File: src/rtl/ped_walk_ctrl.sv
// ped_walk_ctrl
//   Pedestrian crossing controller downstream of the intersection traffic-light
//   FSM. Debounces the raw push-button, latches one walk request per press, and
//   grants a timed WALK then flashing DONT_WALK sequence only while vehicle
//   traffic is held at RED. Leaving RED mid-sequence aborts to solid DONT_WALK.
//
// Ports
//   clk             system clock, all state updates on the rising edge
//   reset           synchronous active-high reset
//   light[2:0]      vehicle light: 3'b001 RED, 3'b010 GREEN, 3'b100 YELLOW
//   ped_btn         raw pedestrian button, already synchronous to clk
//   walk            WALK lamp
//   dont_walk       DONT_WALK lamp (solid or flashing)
//   request_pending latched, not yet served pedestrian request
//   countdown[7:0]  cycles remaining in the current WALK/FLASH phase, else 0
//
// State table
//   state   | meaning
//   --------+-------------------------------------------------------------
//   S_IDLE  | solid DONT_WALK, waiting for a pending request during RED
//   S_WALK  | solid WALK, phase counter runs WALK_CYCLES-1 down to 0
//   S_FLASH | flashing DONT_WALK, phase counter runs FLASH_CYCLES-1 down to 0
//   S_HOLD  | solid DONT_WALK until RED ends; blocks a second grant per RED

module ped_walk_ctrl #(
    parameter int DEBOUNCE_CYCLES = 4,   // 1..255
    parameter int WALK_CYCLES     = 20,  // 1..256
    parameter int FLASH_CYCLES    = 10,  // 1..256
    parameter int FLASH_PERIOD    = 2    // 1..128
) (
    input  logic       clk,
    input  logic       reset,
    input  logic [2:0] light,
    input  logic       ped_btn,
    output logic       walk,
    output logic       dont_walk,
    output logic       request_pending,
    output logic [7:0] countdown
);

    localparam logic [7:0] DB_MAX     = 8'(DEBOUNCE_CYCLES);
    localparam logic [7:0] DB_LAST    = 8'(DEBOUNCE_CYCLES - 1);
    localparam logic [7:0] WALK_LOAD  = 8'(WALK_CYCLES - 1);
    localparam logic [7:0] FLASH_LOAD = 8'(FLASH_CYCLES - 1);
    localparam logic [7:0] HALF_LOAD  = 8'(FLASH_PERIOD - 1);

    typedef enum logic [1:0] {
        S_IDLE  = 2'd0,
        S_WALK  = 2'd1,
        S_FLASH = 2'd2,
        S_HOLD  = 2'd3
    } state_t;

    state_t     state, state_nxt;
    logic [7:0] phase_cnt, phase_cnt_nxt;
    logic [7:0] half_cnt, half_cnt_nxt;
    logic       flash_on, flash_on_nxt;

    logic [7:0] db_cnt;
    logic       btn_db;
    logic       btn_rise;
    logic       is_red;
    logic       grant;

    // Only the exact RED code counts; anything else, including corrupt
    // non-one-hot values, is treated as traffic moving.
    assign is_red = (light == 3'b001);

    // ------------------------------------------------------------------
    // Debounce: saturating run-length counter of consecutive high samples.
    // btn_rise marks the single edge where the run reaches DEBOUNCE_CYCLES,
    // so a held button yields exactly one request.
    // ------------------------------------------------------------------
    assign btn_rise = ped_btn && !btn_db && (db_cnt == DB_LAST);

    always_ff @(posedge clk) begin
        if (reset) begin
            db_cnt <= 8'd0;
            btn_db <= 1'b0;
        end else if (!ped_btn) begin
            db_cnt <= 8'd0;
            btn_db <= 1'b0;
        end else begin
            if (db_cnt != DB_MAX) begin
                db_cnt <= db_cnt + 8'd1;
            end
            if (btn_rise) begin
                btn_db <= 1'b1;
            end
        end
    end

    // ------------------------------------------------------------------
    // Request latch: a new press wins over the grant that consumes the
    // previous one, so a press landing on the grant edge is not lost.
    // ------------------------------------------------------------------
    assign grant = (state == S_IDLE) && request_pending && is_red;

    always_ff @(posedge clk) begin
        if (reset) begin
            request_pending <= 1'b0;
        end else if (btn_rise) begin
            request_pending <= 1'b1;
        end else if (grant) begin
            request_pending <= 1'b0;
        end
    end

    // ------------------------------------------------------------------
    // FSM state and phase registers
    // ------------------------------------------------------------------
    always_ff @(posedge clk) begin
        if (reset) begin
            state     <= S_IDLE;
            phase_cnt <= 8'd0;
            half_cnt  <= 8'd0;
            flash_on  <= 1'b1;
        end else begin
            state     <= state_nxt;
            phase_cnt <= phase_cnt_nxt;
            half_cnt  <= half_cnt_nxt;
            flash_on  <= flash_on_nxt;
        end
    end

    // ------------------------------------------------------------------
    // Next state, phase counters and Moore outputs.
    // The phase counter is a down-counter that doubles as the countdown
    // output; terminal count 0 ends the phase. During FLASH a second
    // down-counter toggles the lamp every FLASH_PERIOD cycles, starting lit.
    // ------------------------------------------------------------------
    always_comb begin
        state_nxt     = state;
        phase_cnt_nxt = phase_cnt;
        half_cnt_nxt  = half_cnt;
        flash_on_nxt  = flash_on;
        walk          = 1'b0;
        dont_walk     = 1'b1;
        countdown     = 8'd0;

        case (state)
            S_IDLE: begin
                phase_cnt_nxt = 8'd0;
                if (grant) begin
                    state_nxt     = S_WALK;
                    phase_cnt_nxt = WALK_LOAD;
                end
            end

            S_WALK: begin
                walk      = 1'b1;
                dont_walk = 1'b0;
                countdown = phase_cnt;
                if (!is_red) begin
                    state_nxt     = S_IDLE;
                    phase_cnt_nxt = 8'd0;
                end else if (phase_cnt == 8'd0) begin
                    state_nxt     = S_FLASH;
                    phase_cnt_nxt = FLASH_LOAD;
                    half_cnt_nxt  = HALF_LOAD;
                    flash_on_nxt  = 1'b1;
                end else begin
                    phase_cnt_nxt = phase_cnt - 8'd1;
                end
            end

            S_FLASH: begin
                dont_walk = flash_on;
                countdown = phase_cnt;
                if (!is_red) begin
                    state_nxt     = S_IDLE;
                    phase_cnt_nxt = 8'd0;
                end else if (phase_cnt == 8'd0) begin
                    state_nxt     = S_HOLD;
                    phase_cnt_nxt = 8'd0;
                end else begin
                    phase_cnt_nxt = phase_cnt - 8'd1;
                    if (half_cnt == 8'd0) begin
                        half_cnt_nxt = HALF_LOAD;
                        flash_on_nxt = ~flash_on;
                    end else begin
                        half_cnt_nxt = half_cnt - 8'd1;
                    end
                end
            end

            S_HOLD: begin
                if (!is_red) begin
                    state_nxt = S_IDLE;
                end
            end

            default: begin
                state_nxt     = S_IDLE;
                phase_cnt_nxt = 8'd0;
            end
        endcase
    end

    // Safety: the lamps are mutually exclusive and WALK only ever follows
    // an edge that sampled RED.
    a_lamps_exclusive: assert property (
        @(posedge clk) disable iff (reset) !(walk && dont_walk));

    a_walk_after_red: assert property (
        @(posedge clk) disable iff (reset) walk |-> $past(is_red));

endmodule
File: config.mk
export PLATFORM = sky130hd
export DESIGN_NAME = ped_walk_ctrl
export DESIGN_NICKNAME = d
export VERILOG_FILES = /design/src/rtl/ped_walk_ctrl.sv
export SDC_FILE = /design/constraint.sdc
export NUM_CORES = 1
export LEC_CHECK = 0
export BUFFER_PORTS_ARGS = -buffer_cell sky130_fd_sc_hd__buf_2
export CAP_MARGIN = 20
export CORE_UTILIZATION = 52
export CTS_CLUSTER_SIZE = 14
export DETAILED_ROUTE_END_ITERATION = 8
export PLACE_DENSITY = 0.74
export SYNTH_ARGS = -nofsm -noshare
export SYNTH_HDL_FRONTEND = slang
export SYNTH_SLANG_ARGS = --single-unit
File: constraint.sdc
create_clock -name clk -period 1.7 [get_ports clk]
set_input_delay 0.17 -clock clk [delete_from_list [all_inputs] [get_ports clk]]
set_output_delay 0.17 -clock clk [all_outputs]
set_load 0.1 [all_outputs]
After elaboration in Yosys (flattened, before gate mapping)
Cells that the tools add are included.
Widths: inputs -> output; s select.
{ "word_totals": {"ff_bits": 29, "inputBits": 6, "word_cells": 73} }
{ "classes": {"addsub": 3, "n_eq_ne": 15, "muxes": 30, "bitwise": 2, "n_reduce_logical": 16} }
{ "ops": {"columns": ["op", "count"], "rows": [
  ["$mux 8", 10],
  ["$pmux 8 s3", 1],
  ["$logic_not 8->1", 2],
  ["$pmux 8 s2", 1],
  ["$sub 8x1->8 const B", 2],
  ["$ne 2x2->1 const B", 7],
  ["$mux 2", 6],
  ["$add 8x1->8 const B", 1],
  ["$eq 8x2->1 const B", 1],
  ["$mux 1", 8],
  ["$ne 8x3->1 const B", 1],
  ["$pmux 2 s4", 1],
  ["$ne 3x3->1 const B", 2],
  ["$reduce_and 6->1", 1],
  ["$mux 5", 1],
  ["$reduce_and 5->1", 1],
  ["$eq 2x2->1 const B", 2],
  ["$logic_and 1x1->1", 4],
  ["$pmux 1 s2", 2],
  ["$reduce_and 4->1", 1],
  ["$reduce_bool 2->1", 2],
  ["$reduce_or 2->1", 2],
  ["$eq 3x1->1 const B", 1],
  ["$reduce_bool 3->1", 1],
  ["other kinds (4)", 5]
]} }

Depth between registers and ports, before layout
{ "logic_depth": {"word_depth": 5, "ltp_mapped": 8, "depth_no_buf": 7} }

Worst setup path after synthesis
Ideal clock, no wire load.
{ "synth_timing": {"path_type": "register to output", "start": "reg state[1]", "end": "out dont_walk", "t_arrival_ns": 2.761, "slack_ns": -1.231, "path_stages_with_launch": 5, "n_path_buf": 0, "cell_sequence": "dfxtp_1 -> inv_1 -> ha_1 -> nor2b_1 -> a21oi_1"} }
{ "synth_via": {"elab_chain_len": 2, "word_cells_on_any_way": 3, "cone_classes": "eq/ne: 2; mux: 1"} }
{ "synth_lines": {"columns": ["element", "line", "source"], "rows": [
  ["start, declared", "54", "state_t state, state_nxt;"],
  ["start signal, assigned", "119", "state <= state_nxt;"],
  ["$eq 2x2->1 / $eq 2x1->1 (equally long branches)", "141", "case (state)"],
  ["$pmux 1 s2 (*)", "141", null],
  ["end, declared", "36", "output logic dont_walk,"]
]} }
Mark *: on every way between the ends. The rest lies on a longest branch, timed or not.

Worst setup path after layout
{ "layout_timing": {"start": "reg state[1]", "end": "reg state[0]"} }
{ "layout_via": {"elab_chain_len": 5, "word_cells_on_any_way": 12, "cone_classes": "eq/ne: 7; mux: 1; reduce/logical: 4"} }
{ "layout_lines": {"columns": ["element", "line", "source"], "rows": [
  ["$logic_not 2->1", "97, 141", null],
  ["$logic_and 1x1->1 (2 in series)", "97", "assign grant = (state == S_IDLE) && request_pending && is_red;"],
  ["$ne 2x2->1 (no source line)", null, null],
  ["$reduce_and 4->1 (no source line)", null, null]
]} }
Parallel ways exist; a longest one is shown, timed or not.
A chain may end at the register's enable or synchronous reset.

==> summary.txt <==
Outcome
  – Outcome: complete, but fails checks
  – Failing checks: setup timing

Clock tree
  – Clock latency reported for the late side of the worst-skew pair: between 0.3 and 0.4 ns
  – Max Buffers Root-to-Sink: 2
  – Clock slew seen by the registers of the worst setup and hold paths: 0.10 ns
  – TritonCTS buffer count: 5
  – Buffer cell driving the clock tree root: clkbuf_4
  – Clk sinks: 29
  – CTS H-Tree Depth: 2
  – Clock tree from TritonCTS: yes

STA
  – Number of setup violations in the final report: 11
  – Worst Slack Setup Final: -0.0864 ns
  – Post-layout minimum cycle time: between 1.5 and 2 ns
  – Number of max-slew violations in the final report: 0
  – Maximum clock rate: ~560 MHz
  – Relative max-transition margin: between 60% and 70%
  – Pin slew with the least headroom to its limit: between 0.4 and 0.5 ns
  – Share of the clock period used by the worst path: 105%
  – Largest clock skew in the final design: about 0.013 ns
  – Number of hold-slack violations in the final timing report: 0
  – Setup repair after global routing missed its margin: true
  – Setup Total Neg Slack: -0.379 ns

Final layout
  – Ratio of cells with drive above 1 in the final layout: around 40%
  – Fill cell instance count of the final layout: around 220
  – Area of combinational cells with multiple inputs: 1190 um2
  – Footprint of the flip-flops and latches: between 500 and 600 um2
  – Antenna diode instance count: 0
  – Area grow syn2layout: 41.6%
  – Utilization of the core after routing: slightly below 80%
  – Net total in the final layout: 260

Drt
  – Routed wire length per instance: roughly 17 um
  – Number of vias per cell after detailed routing: 5.90
  – Final wirelength: approximately 4900 um
  – Starting DRT DRC Count: 94
  – Detailed-router iteration count before antenna repair: 4
  – Total number of vias: 1,704
  – Number of nets still failing antenna checks after routing: 0
  – Remaining DRCs: 0

Power
  – Power density over the cells: roughly 530 nW/um2
  – IR drop worst, VDD: 0.000515 V
  – Total power: approximately 1.3 mW
  – Reported leakage power: about 0.95 nW

Yosys
  – Post-synth EDFFs: 0
  – Cell Area, Synth: 1680 um2
  – Main flop type after synthesis: dfxtp_1
  – Async set or reset register ratio after synthesis: 0%
  – Warning count from the yosys run: 0
  – Avg Synthesized Cell Area: 8.35 um2
  – Synthesized flop and latch total: 29
  – Count of mapped cells out of synthesis: 201
  – Synth Net Count: about 220
  – Distinct cells, synth: 48
  – Share of the yosys chip area belonging to registers: between 30% and 40%

Die
  – Horizontal die dimension: between 50 and 60 um
  – Core Area: roughly 3100 um2
  – Full die area: ~3500 um2
  – Chip Height: between 50 and 60 um
  – Number of rows created at floorplan: 20
  – Boundary pin count: 17
  – Effective utilization at floorplan: about 55%

Global route
  – Initial antenna violation count: 0
  – Number of global-route vias before repair: around 1,600
  – Global-route wire length before repair: 7160 um
  – Grt total ovfl: 0
  – Total global-route track usage: between 20% and 30%
  – Pin count of the biggest net entering global routing: 17

Critical path
  – Element type at the critical path end: flip-flop
  – Worst path bufs/invs: 1
  – Worst endpoint required time: ~1.9 ns
  – Largest delay share family, worst path: compound AO/OA/AOI/OAI gates
  – Delay of the slowest cell on the worst path: 0.40 ns
  – Worst endpoint data arrival time: about 2.0 ns
  – Top fanout value on the critical path: 6
  – Startpoint type of the worst setup path: flip-flop
  – Cell-by-cell trace of the critical path: buf_4, ha_4, o21a_1, a221o_1, a211oi_1
  – Cell with the largest stage delay on the worst path: a221o_1
  – Worst Setup Path Type: reg -> reg

Placement
  – Detailed placer's ending HPWL: around 3100 um
  – Final weighted congestion in routability-driven placement: between 0.8 and 0.9
  – # port buffers: 16
  – Pre-CTS setup slack: -0.111 ns

Min path
  – Path type of the worst min-delay path: in -> reg

Flow run
  – Max-cap viol count: 0
-- sequential cells by signal, indices dropped and copies added (netlist names) --
register         flops
db_cnt               8
half_cnt             8
phase_cnt            8
state                2
btn_db               1
flash_on             1
request_pending      1
-- per-stage QoR --
stage	area (um2)	cells	hold slack (ns)
after global placement	2120	274	0.439
after detailed placement	2120	274	0.459
after CTS	2270	284	0.146
after floorplan	1740	201	0.351
final	2380	289	0.132
after global routing	2380	289	0.145
-- worst min-delay path: cells and delay by family --
family / cells / cell delay (ns)
AO/OA/AOI/OAI: 2 / 0.18
buffers and inverters: 1 / 0.09
-- area by class of cell --
| type | instances | area share [%] |
|---|---|---|
| Clock buffer | 7 | 2.32 |
| Inverter | 13 | 2.37 |
| Multi-Input combinational cell | 153 | 50.1 |
| Sequential cell | 29 | 24.9 |
| Tap cell | 44 | 2.32 |
| Timing Repair Buffer | 43 | 18.1 |
-- logic make-up (layout without fill, tap and decap cells) --
family | after synthesis | after routing | synth area share [%]
AO/OA/AOI/OAI | 43 | 43 | 17.4
AND/OR/NAND/NOR | 90 | 90 | 30.6
adder cells (fa/ha/maj) | 9 | 9 | 6.71
XOR/XNOR | 9 | 9 | 4.69
multiplexers | 2 | 2 | 1.19
flip-flops | 29 | 29 | 34.6
buffers and inverters | 19 | 63 | 4.84
-- where the power goes --
| part | total (mW) | switching (mW) | internal, mW |
|---|---|---|---|
| clock network | 0.449 | 0.254 | 0.195 |
| logic | 0.125 | 0.0761 | 0.0491 |
| registers | 0.687 | 0.00648 | 0.681 |
-- cell usage after synthesis (4+ instances only) --
| library cell | n | area share, % |
|---|---|---|
| dfxtp_1 | 29 | 35 |
| nor2_1 | 21 | 4.7 |
| nand2_1 | 16 | 3.6 |
| a21oi_1 | 14 | 4.2 |
| inv_1 | 13 | 2.9 |
| ha_1 | 9 | 6.7 |
| and2_1 | 7 | 2.6 |
| nand3_1 | 6 | 1.8 |
| nor3_1 | 6 | 1.8 |
| o21ai_0 | 5 | 1.5 |
| xor2_1 | 5 | 2.6 |
| a211oi_1 | 4 | 1.8 |
| and3_1 | 4 | 1.5 |
| nand2b_1 | 4 | 1.5 |
| nand4_1 | 4 | 1.5 |
| xnor2_1 | 4 | 2.1 |
-- cell usage in the layout (no fill, tap or decap), types with 2 or more instances in the layout --
master / Yosys / layout
and3_1: 4 / 2
dfxtp_4: 0 / 2
or3b_4: 0 / 2
a21oi_1: 14 / 12
xnor2_1: 4 / 4
buf_12: 0 / 9
nand4_1: 4 / 4
nand2_1: 16 / 16
o21ai_1: 2 / 2
a311oi_1: 2 / 2
buf_4: 0 / 24
a221oi_1: 2 / 2
xor2_1: 5 / 5
nor3_1: 6 / 6
buf_6: 1 / 3
or3_4: 0 / 2
a211oi_1: 4 / 3
o21ai_0: 5 / 4
dfxtp_1: 29 / 24
clkbuf_4: 0 / 5
and3_4: 0 / 2
ha_4: 0 / 4
nor2b_1: 3 / 2
mux2i_1: 2 / 2
nand3_1: 6 / 5
inv_1: 13 / 8
nand2b_1: 4 / 4
buf_2: 2 / 7
ha_1: 9 / 5
or2_2: 3 / 3
o21a_1: 2 / 2
and2_4: 0 / 5
a41oi_1: 3 / 2
inv_2: 0 / 3
nor4b_2: 0 / 2
nor2_1: 21 / 19
dfxtp_2: 0 / 3
-- worst paths after layout --
path             from           to  slack (ns)  cells after the start
max          state[1]     state[0]       -0.09                      5
min          light[2]  half_cnt[6]        0.13                      3
max reg2reg  state[1]     state[0]       -0.09                      5
min reg2reg    btn_db       btn_db        0.47                      2
-- metal layers --
layer  up-vias  part of all wire, %  track usage, %
met2        70                   52            49.0
met4         0                  1.3            11.9
li1        806                    -               -
met3         9                  5.0            6.59
met5         -                    0               0
met1       819                   42            31.2
-- repair_timing --
item                                    4_1_cts  5_1_grt
resized for setup                            19       19
endpoints found under the setup margin       24       29
pin swaps                                     4       11
endpoints found under the hold margin         0        0
buffers inserted                              3        6
hold buffers                                  0        0
(Power assumes the default switching activity.)
